--- src/rtl/uart_pkg.sv ---
// uart_pkg
//   Shared definitions for the buffered UART transmitter:
//   - parity mode constants (PARITY_NONE / PARITY_ODD / PARITY_EVEN)
//   - transmit FSM state encoding
package uart_pkg;

  localparam int PARITY_NONE = 0;
  localparam int PARITY_ODD  = 1;
  localparam int PARITY_EVEN = 2;

  typedef enum logic [2:0] {
    ST_IDLE,
    ST_START,
    ST_DATA,
    ST_PARITY,
    ST_STOP
  } tx_state_t;

endpackage

--- src/rtl/uart_tx_fifo_sync_fifo.sv ---
// sync_fifo
//   Single-clock first-word-fall-through FIFO. rd_data always shows the head
//   entry, so a read strobe consumes the word already visible on rd_data.
// Ports
//   clock, reset_n : clock, asynchronous active-low reset
//   wr_en, wr_data : push request and data (ignored while full)
//   rd_en, rd_data : pop request (ignored while empty) and head data
//   full, empty    : occupancy flags derived from the registered count
//   level          : current occupancy, 0..DEPTH
module sync_fifo #(
  parameter int WIDTH = 8,
  parameter int DEPTH = 16
) (
  input  logic                     clock,
  input  logic                     reset_n,
  input  logic                     wr_en,
  input  logic [WIDTH-1:0]         wr_data,
  input  logic                     rd_en,
  output logic [WIDTH-1:0]         rd_data,
  output logic                     full,
  output logic                     empty,
  output logic [$clog2(DEPTH):0]   level
);

  localparam int PTR_W = $clog2(DEPTH);

  logic [WIDTH-1:0] mem [DEPTH];
  logic [PTR_W-1:0] wr_ptr;
  logic [PTR_W-1:0] rd_ptr;
  logic [PTR_W:0]   count;
  logic             do_wr;
  logic             do_rd;

  // Flags come from the registered count, so a pop in the same cycle
  // never admits a write into a full FIFO.
  assign do_wr   = wr_en && !full;
  assign do_rd   = rd_en && !empty;
  assign full    = (count == (PTR_W+1)'(DEPTH));
  assign empty   = (count == '0);
  assign level   = count;
  assign rd_data = mem[rd_ptr];

  // Pointers wrap naturally because DEPTH is a power of two.
  always_ff @(posedge clock or negedge reset_n) begin
    if (!reset_n) begin
      wr_ptr <= '0;
      rd_ptr <= '0;
      count  <= '0;
    end else begin
      if (do_wr) wr_ptr <= wr_ptr + 1'b1;
      if (do_rd) rd_ptr <= rd_ptr + 1'b1;
      case ({do_wr, do_rd})
        2'b10:   count <= count + 1'b1;
        2'b01:   count <= count - 1'b1;
        default: count <= count;
      endcase
    end
  end

  always_ff @(posedge clock) begin
    if (do_wr) mem[wr_ptr] <= wr_data;
  end

endmodule

--- src/rtl/uart_tx_fifo.sv ---
// uart_tx_fifo
//   Buffered UART transmitter: bytes are queued in a FIFO and framed
//   back-to-back (start, DATA_BITS LSB first, optional parity, stop bits)
//   with no idle gap while data is queued. The line level is inverted at the
//   output register when INVERT=1.
// Ports
//   clock, reset_n : clock, asynchronous active-low reset
//   send, txIn     : write strobe and byte captured on the same edge
//   full, empty    : FIFO occupancy flags
//   level          : FIFO occupancy
//   overflow       : one-cycle pulse when a byte is dropped because of full
//   busy           : transmitter FSM is not idle
//   txOut          : registered serial line
module uart_tx_fifo
  import uart_pkg::*;
#(
  parameter int CLKS_PER_BIT = 868,
  parameter int DATA_BITS    = 8,
  parameter int PARITY       = 0,
  parameter int STOP_BITS    = 1,
  parameter int FIFO_DEPTH   = 16,
  parameter int INVERT       = 0
) (
  input  logic                          clock,
  input  logic                          reset_n,
  input  logic                          send,
  input  logic [DATA_BITS-1:0]          txIn,
  output logic                          full,
  output logic                          empty,
  output logic [$clog2(FIFO_DEPTH):0]   level,
  output logic                          overflow,
  output logic                          busy,
  output logic                          txOut
);

  localparam int   CNT_W = $clog2(CLKS_PER_BIT);
  localparam logic INV   = 1'(INVERT);

  tx_state_t            state;
  logic [CNT_W-1:0]     bit_cnt;
  logic [3:0]           bit_idx;
  logic [DATA_BITS-1:0] shift;
  logic [DATA_BITS-1:0] fifo_data;
  logic                 parity_bit;
  logic                 bit_tick;
  logic                 last_stop;
  logic                 pop;
  logic                 line_bit;

  sync_fifo #(
    .WIDTH (DATA_BITS),
    .DEPTH (FIFO_DEPTH)
  ) u_fifo (
    .clock   (clock),
    .reset_n (reset_n),
    .wr_en   (send),
    .wr_data (txIn),
    .rd_en   (pop),
    .rd_data (fifo_data),
    .full    (full),
    .empty   (empty),
    .level   (level)
  );

  assign bit_tick  = (bit_cnt == CNT_W'(CLKS_PER_BIT - 1));
  assign last_stop = (bit_idx == 4'(STOP_BITS - 1));
  // Pop either from idle or at the very end of the last stop bit, which is
  // what lets consecutive frames run without a gap.
  assign pop       = !empty && ((state == ST_IDLE) ||
                                (state == ST_STOP && bit_tick && last_stop));
  assign busy      = (state != ST_IDLE);

  always_comb begin
    line_bit = 1'b1;
    case (state)
      ST_IDLE:   line_bit = 1'b1;
      ST_START:  line_bit = 1'b0;
      ST_DATA:   line_bit = shift[0];
      ST_PARITY: line_bit = parity_bit;
      ST_STOP:   line_bit = 1'b1;
      default:   line_bit = 1'b1;
    endcase
  end

  // txOut follows the state one cycle later, so the start bit shows up two
  // edges after the write that fed an idle transmitter. Parity is taken at
  // load time because the shift register is consumed during DATA.
  always_ff @(posedge clock or negedge reset_n) begin
    if (!reset_n) begin
      state      <= ST_IDLE;
      bit_cnt    <= '0;
      bit_idx    <= '0;
      shift      <= '0;
      parity_bit <= 1'b0;
      overflow   <= 1'b0;
      txOut      <= ~INV;
    end else begin
      overflow <= send && full;
      txOut    <= line_bit ^ INV;
      if (state != ST_IDLE) bit_cnt <= bit_tick ? '0 : bit_cnt + 1'b1;
      case (state)
        ST_IDLE: begin
          if (pop) begin
            shift      <= fifo_data;
            parity_bit <= (^fifo_data) ^ (PARITY == PARITY_ODD);
            state      <= ST_START;
          end
        end
        ST_START: begin
          if (bit_tick) state <= ST_DATA;
        end
        ST_DATA: begin
          if (bit_tick) begin
            shift <= shift >> 1;
            if (bit_idx == 4'(DATA_BITS - 1)) begin
              bit_idx <= '0;
              state   <= (PARITY != PARITY_NONE) ? ST_PARITY : ST_STOP;
            end else begin
              bit_idx <= bit_idx + 1'b1;
            end
          end
        end
        ST_PARITY: begin
          if (bit_tick) state <= ST_STOP;
        end
        ST_STOP: begin
          if (bit_tick) begin
            if (last_stop) begin
              bit_idx <= '0;
              if (pop) begin
                shift      <= fifo_data;
                parity_bit <= (^fifo_data) ^ (PARITY == PARITY_ODD);
                state      <= ST_START;
              end else begin
                state <= ST_IDLE;
              end
            end else begin
              bit_idx <= bit_idx + 1'b1;
            end
          end
        end
        default: state <= ST_IDLE;
      endcase
    end
  end

endmodule

--- config.mk ---
export PLATFORM = sky130hd
export DESIGN_NAME = uart_tx_fifo
export DESIGN_NICKNAME = d
export VERILOG_FILES = /design/src/rtl/uart_pkg.sv /design/src/rtl/uart_tx_fifo_sync_fifo.sv /design/src/rtl/uart_tx_fifo.sv
export SDC_FILE = /design/constraint.sdc
export NUM_CORES = 1
export LEC_CHECK = 0
export ABC_AREA = 1
export CORE_MARGIN = 2
export CORE_UTILIZATION = 40
export CTS_BUF_LIST = sky130_fd_sc_hd__clkbuf_8
export DETAILED_ROUTE_END_ITERATION = 8
export PLACE_DENSITY = 0.57
export RECOVER_POWER = 25
export SLEW_MARGIN = 20
export SYNTH_ARGS = -nofsm -noshare
export SYNTH_HDL_FRONTEND = slang
export SYNTH_SLANG_ARGS = --single-unit
--- constraint.sdc ---
create_clock -name clock -period 2.8 [get_ports clock]
set_input_delay 0.56 -clock clock [delete_from_list [all_inputs] [get_ports clock]]
set_output_delay 0.56 -clock clock [all_outputs]
set_load 0.005 [all_outputs]
==> impl_metrics.csv <==
group,metric,value,unit
clock_network,cts_hold_buf,0,
cells_and_area,seqCellArea,4870,um2
clock_network,h-tree-depth,4,
timing,relSlewSlack,2.49,%
floorplanning,dieArea,20500,um2
floorplanning,io-pin-count,21,
floorplanning,core.rowCount,50,
cells_and_area,final_common_cell,"nand2_1",
route,dr.pass1.iters,5,
floorplanning,die_h,143,um
clock_network,cts_tree,"built",
power_and_ir_drop,cell_internal_pwr,3.86,mW
timing,tightest_slew,1460,ps
route,vias,5201,
clock_network,cts_sinks,169,
timing,fin_crit_sh,91.2,%
synthesis,ys_seq_area_share,62.7,%
clock_network,clk_pin_slew,90,ps
timing,setup-tns-final,0,ps
route,drc,0,
power_and_ir_drop,power_density,617,nW/um2
setup_path,crit_required,3190,ps
synthesis,synth_top_area_share,49.5,%
clock_network,cts_buffer_depth,2,
status,status,"finished, final reports clean",
setup_path,start_kind,"flop",
power_and_ir_drop,power.switching,1.52,mW
synthesis,synth-edff-count,128,
power_and_ir_drop,p_clk_share,29.5,%
global_routing,grt-ovfl-total,0,
timing,rsz0062_at_grt,"no",
setup_path,reg2reg_depth,18,
synthesis,yosys_warnings,0,
timing,hold_slack,433,ps
global_routing,grt_pass1_wl,26.6,mm
hold_path,holdCritPathClass,"input port to asynchronous set/reset pin",
cells_and_area,final_cell_mix,"243 x nand2_1, 128 x edfxtp_1, 99 x inv_1",
synthesis,ys_top_cells_by_area,"edfxtp_1 49%, dfrtp_1 13%, nand2_1 12%, nand3_1 5.2%, inv_1 4.7%",
setup_path,ff2ff_setup_slack,250,ps
floorplanning,die_x,143,um
timing,drv_slew,0,
route,drtAntennaViolNets,0,
synthesis,syn_area,7770,um2
cells_and_area,multi_input_area,2320,um2
setup_path,worstSetupStartpoint,"bit_cnt[1]$_DFFE_PN0P_",
cells_and_area,finalNetCount,859,
global_routing,grt_max_degree,62,
global_routing,grtUsageTotal,17.2,%
timing,fmax,392,MHz
synthesis,synthFlopType,"edfxtp_1",
synthesis,synth_top_area_cell,"edfxtp_1",
global_routing,first_global_vias,4896,
route,wire_per_inst,14.9,um
power_and_ir_drop,leakage,3.71,nW
synthesis,avgSynthCellArea,9.83,um2
clock_network,cts_made_buffers,17,
synthesis,async_flop_share,24.3,%
timing,finalSetupViolations,0,
route,routed_via_density,4.69,
synthesis,synth_seq_cells,169,
timing,hold_viol_final,0,
timing,skew,13.7,ps
power_and_ir_drop,p_seq_share,56.7,%
setup_path,path_class,"flop to flop",
global_routing,antenna_found_initial,0,
placement,place_congestion,0.803,
setup_path,timing.rr.start,"bit_cnt[1]$_DFFE_PN0P_",
route,wirelength,16.5,mm
setup_path,cp_max_fo,4,
setup_path,end_kind,"flop",
placement,dp_hpwl,10.7,mm
synthesis,mappedNetlistNets,814,
synthesis,ys_types,36,
cells_and_area,fillCellCount,1825,
power_and_ir_drop,p_comb_share,13.8,%
clock_network,clk_root_buffer_cell,"clkbuf_8",
clock_network,clk-insertion-delay-late,460,ps
route,drt_iter0_markers,442,
setup_path,reg2reg_to,"u_fifo.level[4]$_DFFE_PN0P_",
power_and_ir_drop,ir_drop,374,uV
floorplanning,initial_core_util,41.1,%
flow_run,cap_violations,0,
timing,fin_crit,2550,ps
synthesis,syn_inst,790,
cells_and_area,utilization,46.2,%
placement,io_buffers,20,
power_and_ir_drop,switching_share,28.3,%
cells_and_area,drive_above_1_share,10.3,%
setup_path,arrival,2940,ps
cells_and_area,diodes,0,
cells_and_area,syn2layout_area_growth,12.5,%
floorplanning,core_area,18900,um2
## area by class of cell
| type | count | area share [%] |
|---|---|---|
| Sequential cell | 169 | 55.8 |
| Multi-Input combinational cell | 486 | 26.5 |
| Timing Repair Buffer | 53 | 5.26 |
| Inverter | 108 | 4.67 |
| Tap cell | 260 | 3.72 |
| Clock buffer | 17 | 2.68 |
| Clock inverter | 15 | 1.36 |
## cell usage after synthesis, types with 4 or more instances
cell type and number:
a21oi_1 12, buf_2 13, buf_4 4, buf_6 8, dfrtp_1 40, edfxtp_1 128
ha_1 12, inv_1 98, inv_2 7, nand2_1 243, nand2_2 4, nand3_1 81
nand4_1 6, nor2_1 54, nor3_1 4, o211ai_1 5, o21ai_0 35, xor2_1 10
## what timing repair did
item,CTS,global route
gates resized for setup,0,6
endpoints found under the setup margin,0,1
buffers inserted,0,2
## worst max-delay path by stage
stage,endpoint,slack [ps],cells past startpoint
2_1_floorplan,u_fifo.level[4]$_DFFE_PN0P_,240,18
3_3_place_gp,u_fifo.level[4]$_DFFE_PN0P_,220,18
3_5_place_dp,u_fifo.level[4]$_DFFE_PN0P_,150,18
4_1_cts,u_fifo.level[4]$_DFFE_PN0P_,130,18
5_1_grt,u_fifo.level[4]$_DFFE_PN0P_,3,18
6_report,u_fifo.level[4]$_DFFE_PN0P_,250,18
## sequential cells by signal, indices dropped and copies added, names as in the netlist
register       flops
u_fifo.rd_ptr      4
txOut              1
shift              8
parity_bit         1
overflow           1
bit_idx            4
u_fifo.level       5
bit_cnt           10
u_fifo.wr_ptr      4
u_fifo.mem       128
state              3
## worst max-delay path, stage by stage (launching register included)
cell,delay (ps)
dfrtp_1,380
ha_2,200
nand4_1,110
nor3_2,230
inv_1,80
nand2_1,90
nand2_2,70
inv_2,80
ha_4,150
inv_1,70
fa_1,350
inv_1,90
a21oi_1,60
nor2_1,90
nor2_1,60
nand2_1,50
nand2_1,50
nor2_1,120
xor2_1,150
## cell families after synthesis
family                   Yosys count  share of synthesized area, %
flip-flops                       169                          62.7
AND/OR/NAND/NOR                  399                          21.4
AO/OA/AOI/OAI                     62                          4.62
buffers and inverters            135                          7.73
XOR/XNOR                          12                          1.35
adder cells (fa/ha/maj)           13                          2.19
## power groups by stage
stage | clock, mW | sequential, mW | combinational, mW
after floorplan | 0 | 3.09 | 0.419
after global placement | 0 | 3.10 | 0.750
after detailed placement | 0 | 3.11 | 0.749
after CTS | 1.62 | 3.05 | 0.754
after global routing | 1.71 | 3.08 | 0.853
final | 1.59 | 3.05 | 0.744
## routing by layer
| metal | GRT usage [%] | routed length, um |
|---|---|---|
| met1 | 23.8 | 7830 |
| met2 | 27.8 | 7890 |
| met3 | 3.70 | 628 |
| met4 | 4.54 | 184 |
| met5 | 0 | 0 |
## stage by stage
stage / area (um2) / worst slack [ps] / std cells / total power [mW]
after floorplan: 7770 / 237 / 790 / 3.51
after global placement: 8350 / 222 / 1074 / 3.85
after detailed placement: 8350 / 154 / 1074 / 3.85
after CTS: 8710 / 131 / 1106 / 5.43
after global routing: 8730 / 3.48 / 1108 / 5.64
final: 8730 / 247 / 1108 / 5.39
Power figures use the tool's default switching activity.
